<file path="config.mk">
export PLATFORM = sky130hd
export DESIGN_NAME = write_pointer_ctrl_flat
export DESIGN_NICKNAME = d
export VERILOG_FILES = /design/src/rtl/write_pointer_ctrl_if.sv /design/src/rtl/write_pointer_ctrl.sv /design/src/flat_wrapper.sv
export SDC_FILE = /design/constraint.sdc
export NUM_CORES = 1
export LEC_CHECK = 0
export ABC_AREA = 1
export BUFFER_PORTS_ARGS = -buffer_cell sky130_fd_sc_hd__clkbuf_2
export CORE_ASPECT_RATIO = 1.2
export CORE_UTILIZATION = 30
export CTS_CLUSTER_DIAMETER = 150
export DETAILED_ROUTE_END_ITERATION = 10
export PLACE_DENSITY = 0.51
export SYNTH_ARGS = -nofsm -noshare
export SYNTH_HDL_FRONTEND = slang
export SYNTH_SLANG_ARGS = --single-unit
</file>
<file path="constraint.sdc">
create_clock -name clk -period 3.05 [get_ports clk]
set_clock_uncertainty 0.05 [all_clocks]
set_input_delay 0.305 -clock clk [delete_from_list [all_inputs] [get_ports clk]]
set_output_delay 0.305 -clock clk [all_outputs]
set_load 0.05 [all_outputs]
</file>
<file path="src/rtl/write_pointer_ctrl_if.sv">
// Write-side bundle of the async FIFO: write request and synchronized read pointer in,
// Gray write pointer, RAM write port and flag/diagnostic outputs out.
interface write_pointer_ctrl_if #(
  parameter int ADDR_WIDTH = 6,
  parameter int DROP_W     = 8
);
  logic                  inc_i;
  logic [ADDR_WIDTH:0]   wq2_rptr_i;
  logic                  clr_ovf_i;
  logic [ADDR_WIDTH:0]   wptr_o;
  logic [ADDR_WIDTH-1:0] waddr_o;
  logic                  wclken_o;
  logic                  full_o;
  logic                  almost_full_o;
  logic [ADDR_WIDTH:0]   wlevel_o;
  logic                  overflow_o;
  logic [DROP_W-1:0]     drop_cnt_o;

  modport slave (
    input  inc_i, wq2_rptr_i, clr_ovf_i,
    output wptr_o, waddr_o, wclken_o, full_o, almost_full_o, wlevel_o, overflow_o, drop_cnt_o
  );

  modport master (
    output inc_i, wq2_rptr_i, clr_ovf_i,
    input  wptr_o, waddr_o, wclken_o, full_o, almost_full_o, wlevel_o, overflow_o, drop_cnt_o
  );
endinterface

</file>
<file path="src/rtl/write_pointer_ctrl.sv">
// Async FIFO write-domain pointer manager: binary/Gray write pointer, RAM write port,
// full/almost_full/level flags and overflow diagnostics (sticky flag + saturating drop count).
module write_pointer_ctrl #(
  parameter int ADDR_WIDTH = 6,
  parameter int AF_MARGIN  = 4,
  parameter int DROP_W     = 8
) (
  input  logic                 clk,
  input  logic                 rst_n,
  write_pointer_ctrl_if.slave  wif
);
  localparam int         A      = ADDR_WIDTH;
  localparam int         DEPTH  = 1 << A;
  localparam logic [A:0] AF_THR = (A+1)'(DEPTH - AF_MARGIN);

  logic [A:0]        wbin_q, wbin_d;
  logic [A:0]        wgray_q, wgray_d;
  logic [A:0]        wlevel_q, wlevel_d;
  logic [A:0]        rbin, full_cmp;
  logic              full_q, full_d;
  logic              af_q, af_d;
  logic              ovf_q, ovf_d;
  logic [DROP_W-1:0] drop_q, drop_d;
  logic              acc, err;

  assign acc = wif.inc_i & ~full_q;
  assign err = wif.inc_i &  full_q;

  // Read pointer back to binary so the writer can report its own fill level.
  always_comb begin
    rbin = '0;
    for (int i = 0; i <= A; i++) rbin[i] = ^(wif.wq2_rptr_i >> i);
  end

  // Full: writer is exactly one lap ahead -> top two Gray bits inverted, rest equal.
  assign full_cmp = {~wif.wq2_rptr_i[A:A-1], wif.wq2_rptr_i[A-2:0]};

  always_comb begin
    wbin_d   = wbin_q + {{A{1'b0}}, acc};
    wgray_d  = (wbin_d >> 1) ^ wbin_d;
    full_d   = (wgray_d == full_cmp);
    wlevel_d = wbin_d - rbin;
    af_d     = (wlevel_d >= AF_THR);
  end

  // A rejected write in the same cycle as a clear wins: the flag stays set and counts one.
  always_comb begin
    ovf_d  = ovf_q;
    drop_d = drop_q;
    if (err) begin
      ovf_d = 1'b1;
      if (wif.clr_ovf_i)    drop_d = {{(DROP_W-1){1'b0}}, 1'b1};
      else if (drop_q != '1) drop_d = drop_q + 1'b1;
    end else if (wif.clr_ovf_i) begin
      ovf_d  = 1'b0;
      drop_d = '0;
    end
  end

  always_ff @(posedge clk or negedge rst_n) begin
    if (!rst_n) begin
      wbin_q   <= '0;
      wgray_q  <= '0;
      full_q   <= 1'b0;
      af_q     <= 1'b0;
      wlevel_q <= '0;
      ovf_q    <= 1'b0;
      drop_q   <= '0;
    end else begin
      wbin_q   <= wbin_d;
      wgray_q  <= wgray_d;
      full_q   <= full_d;
      af_q     <= af_d;
      wlevel_q <= wlevel_d;
      ovf_q    <= ovf_d;
      drop_q   <= drop_d;
    end
  end

  assign wif.wptr_o        = wgray_q;
  assign wif.waddr_o       = wbin_q[A-1:0];
  assign wif.wclken_o      = acc;
  assign wif.full_o        = full_q;
  assign wif.almost_full_o = af_q;
  assign wif.wlevel_o      = wlevel_q;
  assign wif.overflow_o    = ovf_q;
  assign wif.drop_cnt_o    = drop_q;
endmodule
</file>
<file path="src/flat_wrapper.sv">
// flat-port wrapper written by rule: the top's interface ports become plain ports
module write_pointer_ctrl_flat 
#(
  parameter int ADDR_WIDTH = 6,
  parameter int AF_MARGIN  = 4,
  parameter int DROP_W     = 8
)
  (clk, rst_n, wif_inc_i, wif_wq2_rptr_i, wif_clr_ovf_i, wif_wptr_o, wif_waddr_o, wif_wclken_o, wif_full_o, wif_almost_full_o, wif_wlevel_o, wif_overflow_o, wif_drop_cnt_o);
  write_pointer_ctrl_if #(.ADDR_WIDTH(ADDR_WIDTH), .DROP_W(DROP_W)) wif_i ();
  input  logic clk;
  input  logic rst_n;
  input wire logic [$bits(wif_i.inc_i)-1:0] wif_inc_i;
  input wire logic [$bits(wif_i.wq2_rptr_i)-1:0] wif_wq2_rptr_i;
  input wire logic [$bits(wif_i.clr_ovf_i)-1:0] wif_clr_ovf_i;
  output wire logic [$bits(wif_i.wptr_o)-1:0] wif_wptr_o;
  output wire logic [$bits(wif_i.waddr_o)-1:0] wif_waddr_o;
  output wire logic [$bits(wif_i.wclken_o)-1:0] wif_wclken_o;
  output wire logic [$bits(wif_i.full_o)-1:0] wif_full_o;
  output wire logic [$bits(wif_i.almost_full_o)-1:0] wif_almost_full_o;
  output wire logic [$bits(wif_i.wlevel_o)-1:0] wif_wlevel_o;
  output wire logic [$bits(wif_i.overflow_o)-1:0] wif_overflow_o;
  output wire logic [$bits(wif_i.drop_cnt_o)-1:0] wif_drop_cnt_o;
  assign wif_i.inc_i = wif_inc_i;
  assign wif_i.wq2_rptr_i = wif_wq2_rptr_i;
  assign wif_i.clr_ovf_i = wif_clr_ovf_i;
  assign wif_wptr_o = wif_i.wptr_o;
  assign wif_waddr_o = wif_i.waddr_o;
  assign wif_wclken_o = wif_i.wclken_o;
  assign wif_full_o = wif_i.full_o;
  assign wif_almost_full_o = wif_i.almost_full_o;
  assign wif_wlevel_o = wif_i.wlevel_o;
  assign wif_overflow_o = wif_i.overflow_o;
  assign wif_drop_cnt_o = wif_i.drop_cnt_o;
  write_pointer_ctrl #(.ADDR_WIDTH(ADDR_WIDTH), .AF_MARGIN(AF_MARGIN), .DROP_W(DROP_W)) u_core (.clk(clk), .rst_n(rst_n), .wif(wif_i));
endmodule
</file>
==> Yosys cells after proc, flatten, opt, wreduce, memory -nomap -nowiden <==
Cells that the tools add are included.
{ "word_totals": {"inputBits": 11, "word_cells": 34, "output_inout_bits": 32, "register_bits": 32} }
{ "op_classes": {"n_bitwise": 5, "n_mux": 6, "magnitude_cmp": 1, "add_sub_neg": 3, "eq_ne": 2, "reduce_logical": 10} }
{ "op_table": {"columns": ["operator", "n"], "rows": [
  ["$reduce_xor 7->1", 7],
  ["$mux 8", 4],
  ["$add 8x1->8 const B", 1],
  ["$ne 8x8->1 const B", 1],
  ["$add 7x1->7", 1],
  ["$eq 7x7->1", 1],
  ["$ge 7x6->1 const B", 1],
  ["$sub 7x7->7", 1],
  ["$xor 6x7->7", 1],
  ["$reduce_bool 2->1", 2],
  ["$and 1x1->1", 2],
  ["$mux 1", 2],
  ["$not 2->2", 1],
  ["$reduce_and 2->1", 1],
  ["$not 1->1", 1]
]} }

==> Depth between registers and ports, before layout <==
{ "depth": {"ltp_word": 5, "depth_mapped": 17} }

==> Worst setup path before layout <==
Ideal clock, no wire load.
{ "synth_path": {"kind": "reg-to-reg", "startpoint": "register u_core.full_q (netlist: u_core.wif.full_o)", "endpoint": "register u_core.af_q (netlist: u_core.wif.almost_full_o)", "arrival_time_ns": 3.069, "stages_incl_launch_ff": 15, "path_slack_ns": -0.194, "synth_period_minus_slack_ns": 3.244, "required_time_ns": 2.876, "path_cell_list": "dfrtp_1 -> nor2_1 -> ha_1 -> buf_2 -> nand3_1 -> nand2_1 -> nand2_1 -> ha_1 -> a21oi_1 -> nand2_1 -> nand2_1 -> nand2_1 -> a21oi_1 -> or2_1 -> nand3_1"} }
{ "synth_between": {"elab_chain_len": 5} }
{ "synth_lines": {"columns": ["element", "line_no", "text"], "rows": [
  ["from (decl)", "write_pointer_ctrl.sv:20", "logic full_q, full_d;"],
  ["from (signal assigned)", "write_pointer_ctrl.sv:72", "full_q <= full_d;"],
  ["$not 1->1", "write_pointer_ctrl.sv:26", "assign acc = wif.inc_i & ~full_q;"],
  ["$and 1x1->1", "write_pointer_ctrl.sv:26", null],
  ["net wif_wclken_o", "flat_wrapper.sv:17", "output wire logic [$bits(wif_i.wclken_o)-1:0] wif_wclken_o;"],
  ["$add 7x1->7", "write_pointer_ctrl.sv:39", "wbin_d = wbin_q + {{A{1'b0}}, acc};"],
  ["net u_core.wbin_d[3]", "write_pointer_ctrl.sv:16", "logic [A:0] wbin_q, wbin_d;"],
  ["$sub 7x7->7", "write_pointer_ctrl.sv:42", "wlevel_d = wbin_d - rbin;"],
  ["$ge 7x6->1", "write_pointer_ctrl.sv:43", "af_d = (wlevel_d >= AF_THR);"],
  ["net u_core.af_d", "write_pointer_ctrl.sv:21", "logic af_q, af_d;"],
  ["to (signal assigned)", "write_pointer_ctrl.sv:65", "af_q <= 1'b0;"],
  ["to (signal assigned)", "write_pointer_ctrl.sv:73", "af_q <= af_d;"],
  ["to (decl)", "write_pointer_ctrl.sv:21", null]
]} }
The timed path passes the listed nets, and every way through them passes these cells.
A chain may end at the register's enable or synchronous reset.

==> Worst setup path in the final report <==
{ "layout_path": {"startpoint": "register u_core.full_q (netlist: u_core.wif.full_o)", "endpoint": "register u_core.af_q (netlist: u_core.wif.almost_full_o)"} }
{ "layout_between": {"elab_chain_len": 5} }
{ "layout_lines": {"columns": ["element", "line_no"], "rows": [
  ["$not 1->1", "write_pointer_ctrl.sv:26"],
  ["$and 1x1->1", "write_pointer_ctrl.sv:26"],
  ["$add 7x1->7", "write_pointer_ctrl.sv:39"],
  ["net u_core.wbin_d[3]", "write_pointer_ctrl.sv:16"],
  ["$sub 7x7->7", "write_pointer_ctrl.sv:42"],
  ["$ge 7x6->1", "write_pointer_ctrl.sv:43"],
  ["net u_core.af_d", "write_pointer_ctrl.sv:21"]
]} }
The timed path passes the listed nets, and every way through them passes these cells.

==> metrics.md <==
| Metric | Value |
|---|---|
| Total global routing overflow | `0` |
| Antenna viol nets, final | `0` |
| RR Startpoint | `u_core.wif.full_o` |
| FMAX | `381 MHz` |
| Core ar. | `6090 µm²` |
| R2R depth | `13` |
| Area Overhead vs Synth | `19.9%` |
| Routed WL per cell | `11.0 µm` |
| Setup Fix Bufs, Post-CTS | `0` |
| CTS Hold Bufs | `0` |
| Max FO, Critical Path | `8` |
| Ys async rst share | `1.00` |
| Total track usage | `0.144` |
| Layout cell share with drive strength beyond 1 | `0.210` |
| DRT iter0 DRCs | `32` |
| Synth top area share | `0.407` |
| Number of global-route vias before repair | `1,599` |
| Buffers added on ports | `42` |
| Root Driver | `clkbuf_8` |
| Power per Cell Area | `1100 nW/µm²` |
| Status | `complete, no violations` |
| Via Count | `1,673` |
| Largest net degree at the start of global routing | `32` |
| CTS tree | `done` |
| WP data arrival | `2740 ps` |
| # rows | `31` |
| Worst setup EP type | `flop` |
| Tcrit/Tclk final | `0.861` |
| 1st-pass router iterations | `4` |
| Pleak | `0.00124 µW` |
| Layout filler cell count | `668` |
| Relative slew slack | `0.462` |
| CTS sink cnt | `31` |
| Max-slew violations | `0` |
| Drt drc | `0` |
| Crit Path Category | `reg2reg` |
| Die Y | `89.3 µm` |
| Hpwl dp | `3380 µm` |
| CTS Buf Count | `5` |
| Number of gates resized after CTS | `0` |
| Global-route wire length before repair | `7160 µm` |
| Post-synth EDFFs | `0` |
| Placement Setup Slack | `254 ps` |
| Inserted Diodes | `0` |
| Die Span X | `74.8 µm` |
| Setup TNS | `0 ps` |
| Post-synth cell types | `28` |
| Worst-Margin Slew | `807 ps` |
| Clock Path Buffers | `2` |
| Post-Syn Area | `1910 µm²` |
| CP Launch Point | `u_core.wif.full_o` |
| Insertion delay to the later sink of the worst-skew pair | `270 ps` |
| Initial Utilization | `0.313` |
| Via/cell ratio | `4.44` |
| Fin util | `0.375` |
| Flops & latches, synth | `31` |
| Yosys top cell by area | `dfrtp_1` |
| Clk slew on worst S/H paths | `70 ps` |
| Minimum clock period | `2630 ps` |
| Nets | `316` |
| Setup WS post-layout | `423 ps` |
| Max capacitance violation total | `0` |
| Initial antenna violation count | `0` |
| Cells after synthesis | `249` |
| DIE AREA | `6680 µm²` |
| Peak supply drop | `0.553 mV` |
| Placed Cells | `370` |
| Sequential area share after synthesis | `0.407` |
| Top cells by area, synth | `dfrtp_1 41%, nand2_1 17%, nand3_1 6.8%` |
| Final setup fails | `0` |
| Type of the worst min-delay path | `in2async` |
| Non-Filler Instances | `377` |
| RSZ-0062 raised after global routing | `false` |
| Ports | `43` |
| Post-Syn Area per Cell | `7.66 µm²` |
| CTS H-Tree Depth | `2` |
| Critical Path RT | `3160 ps` |
| Final wirelength | `4150 µm` |
| Main flop type after synthesis | `dfrtp_1` |
| GPL Wtd Cong | `0.778` |
| Ys Warns | `0` |
| CP Launch Type | `flop` |
| Syn_nets | `270` |
| Fin. Hold Viols | `0` |
## through the flow
| stage | hold slack [ps] | total power (µW) | area [µm²] |
|---|---|---|---|
| 3_5_place_dp | 396 | 2230 | 2200 |
| 5_1_grt | 122 | 2780 | 2290 |
| 4_1_cts | 90.4 | 2570 | 2290 |
| 6_report | 57.0 | 2520 | 2290 |
| 3_3_place_gp | 397 | 2230 | 2200 |
| 2_1_floorplan | -40.6 | 1890 | 1910 |
## flip-flops by register name, indices dropped and copies added, names as in the netlist
register	cells
u_core.wif.overflow_o	1
u_core.wif.drop_cnt_o	8
u_core.wbin_q	7
u_core.wif.wptr_o	6
u_core.wif.almost_full_o	1
u_core.wif.full_o	1
u_core.wif.wlevel_o	7
## final timing paths
path	end	slack, ps
max	u_core.wif.almost_full_o	420
min	u_core.wif.drop_cnt_o[2]	60
max reg2reg	u_core.wif.almost_full_o	420
min reg2reg	u_core.wif.overflow_o	420
max in group asynchronous	u_core.wif.wptr_o[4]	2380
min in group clk	u_core.wif.overflow_o	290
## layer usage
layer,track usage,share of wire,vias to the layer above
met1,0.172,0.45,755
met4,0.0566,0.011,0
li1,-,-,871
met3,0.0395,0.046,4
met5,0,0,-
met2,0.244,0.49,43
## cell families after synthesis
family,synth area share
DFF,0.407
xor gates and xnor gates,0.0728
adders and majority gates,0.0696
and+or+nand+nor,0.322
AOI/OAI and AO/OA,0.0459
buffers and inverters,0.0833
## Yosys cell counts, types with 2 or more instances
| cell | count |
|---|---|
| a21oi_1 | 10 |
| dfrtp_1 | 31 |
| ha_1 | 9 |
| inv_1 | 34 |
| inv_2 | 2 |
| nand2_1 | 86 |
| nand2_2 | 2 |
| nand2_4 | 2 |
| nand3_1 | 26 |
| nand4_1 | 4 |
| nor2_1 | 13 |
| nor3_1 | 2 |
| o21ai_0 | 4 |
| o21ai_1 | 2 |
| xnor2_1 | 4 |
| xnor2_2 | 2 |
| xor2_1 | 5 |
## placed cells by master (no fill, tap or decap), drive strengths merged, types with 2 or more instances in the layout
| cell type | instances |
|---|---|
| a21oi | 10 |
| clkbuf | 48 |
| dfrtp | 31 |
| ha | 9 |
| inv | 36 |
| nand2 | 90 |
| nand3 | 27 |
| nand4 | 4 |
| nor2 | 15 |
| nor3 | 2 |
| o21ai | 6 |
| xnor2 | 6 |
| xor2 | 6 |
## worst max-delay path, cell delays in order (launching register included)
cell and delay (ps):
dfrtp_1 410, nor2_2 200, ha_1 350, nand3_1 140, nand2_1 80, nand2_1 170, ha_1 400, a21oi_1 170
nand2_1 70, nand2_1 70, nand2_1 50, a21oi_1 140, or2_1 140, nand3_1 70
## final cells by class
type	instances	area [µm²]	share of cell area
Multi-Input combinational cell	179	975	0.426
Clock buffer	6	82.6	0.0361
Tap cell	82	103	0.0449
Sequential cell	31	776	0.339
Inverter	36	135	0.0591
Clock inverter	1	5.00	0.00219
Timing Repair Buffer	42	210	0.0920
## power breakdown
part,switching [µW],internal [µW]
Sequential,101,560
Combinational,1120,413
Clock,147,177
Total,1370,1150
No activity file was read; power rests on OpenSTA's default activity.
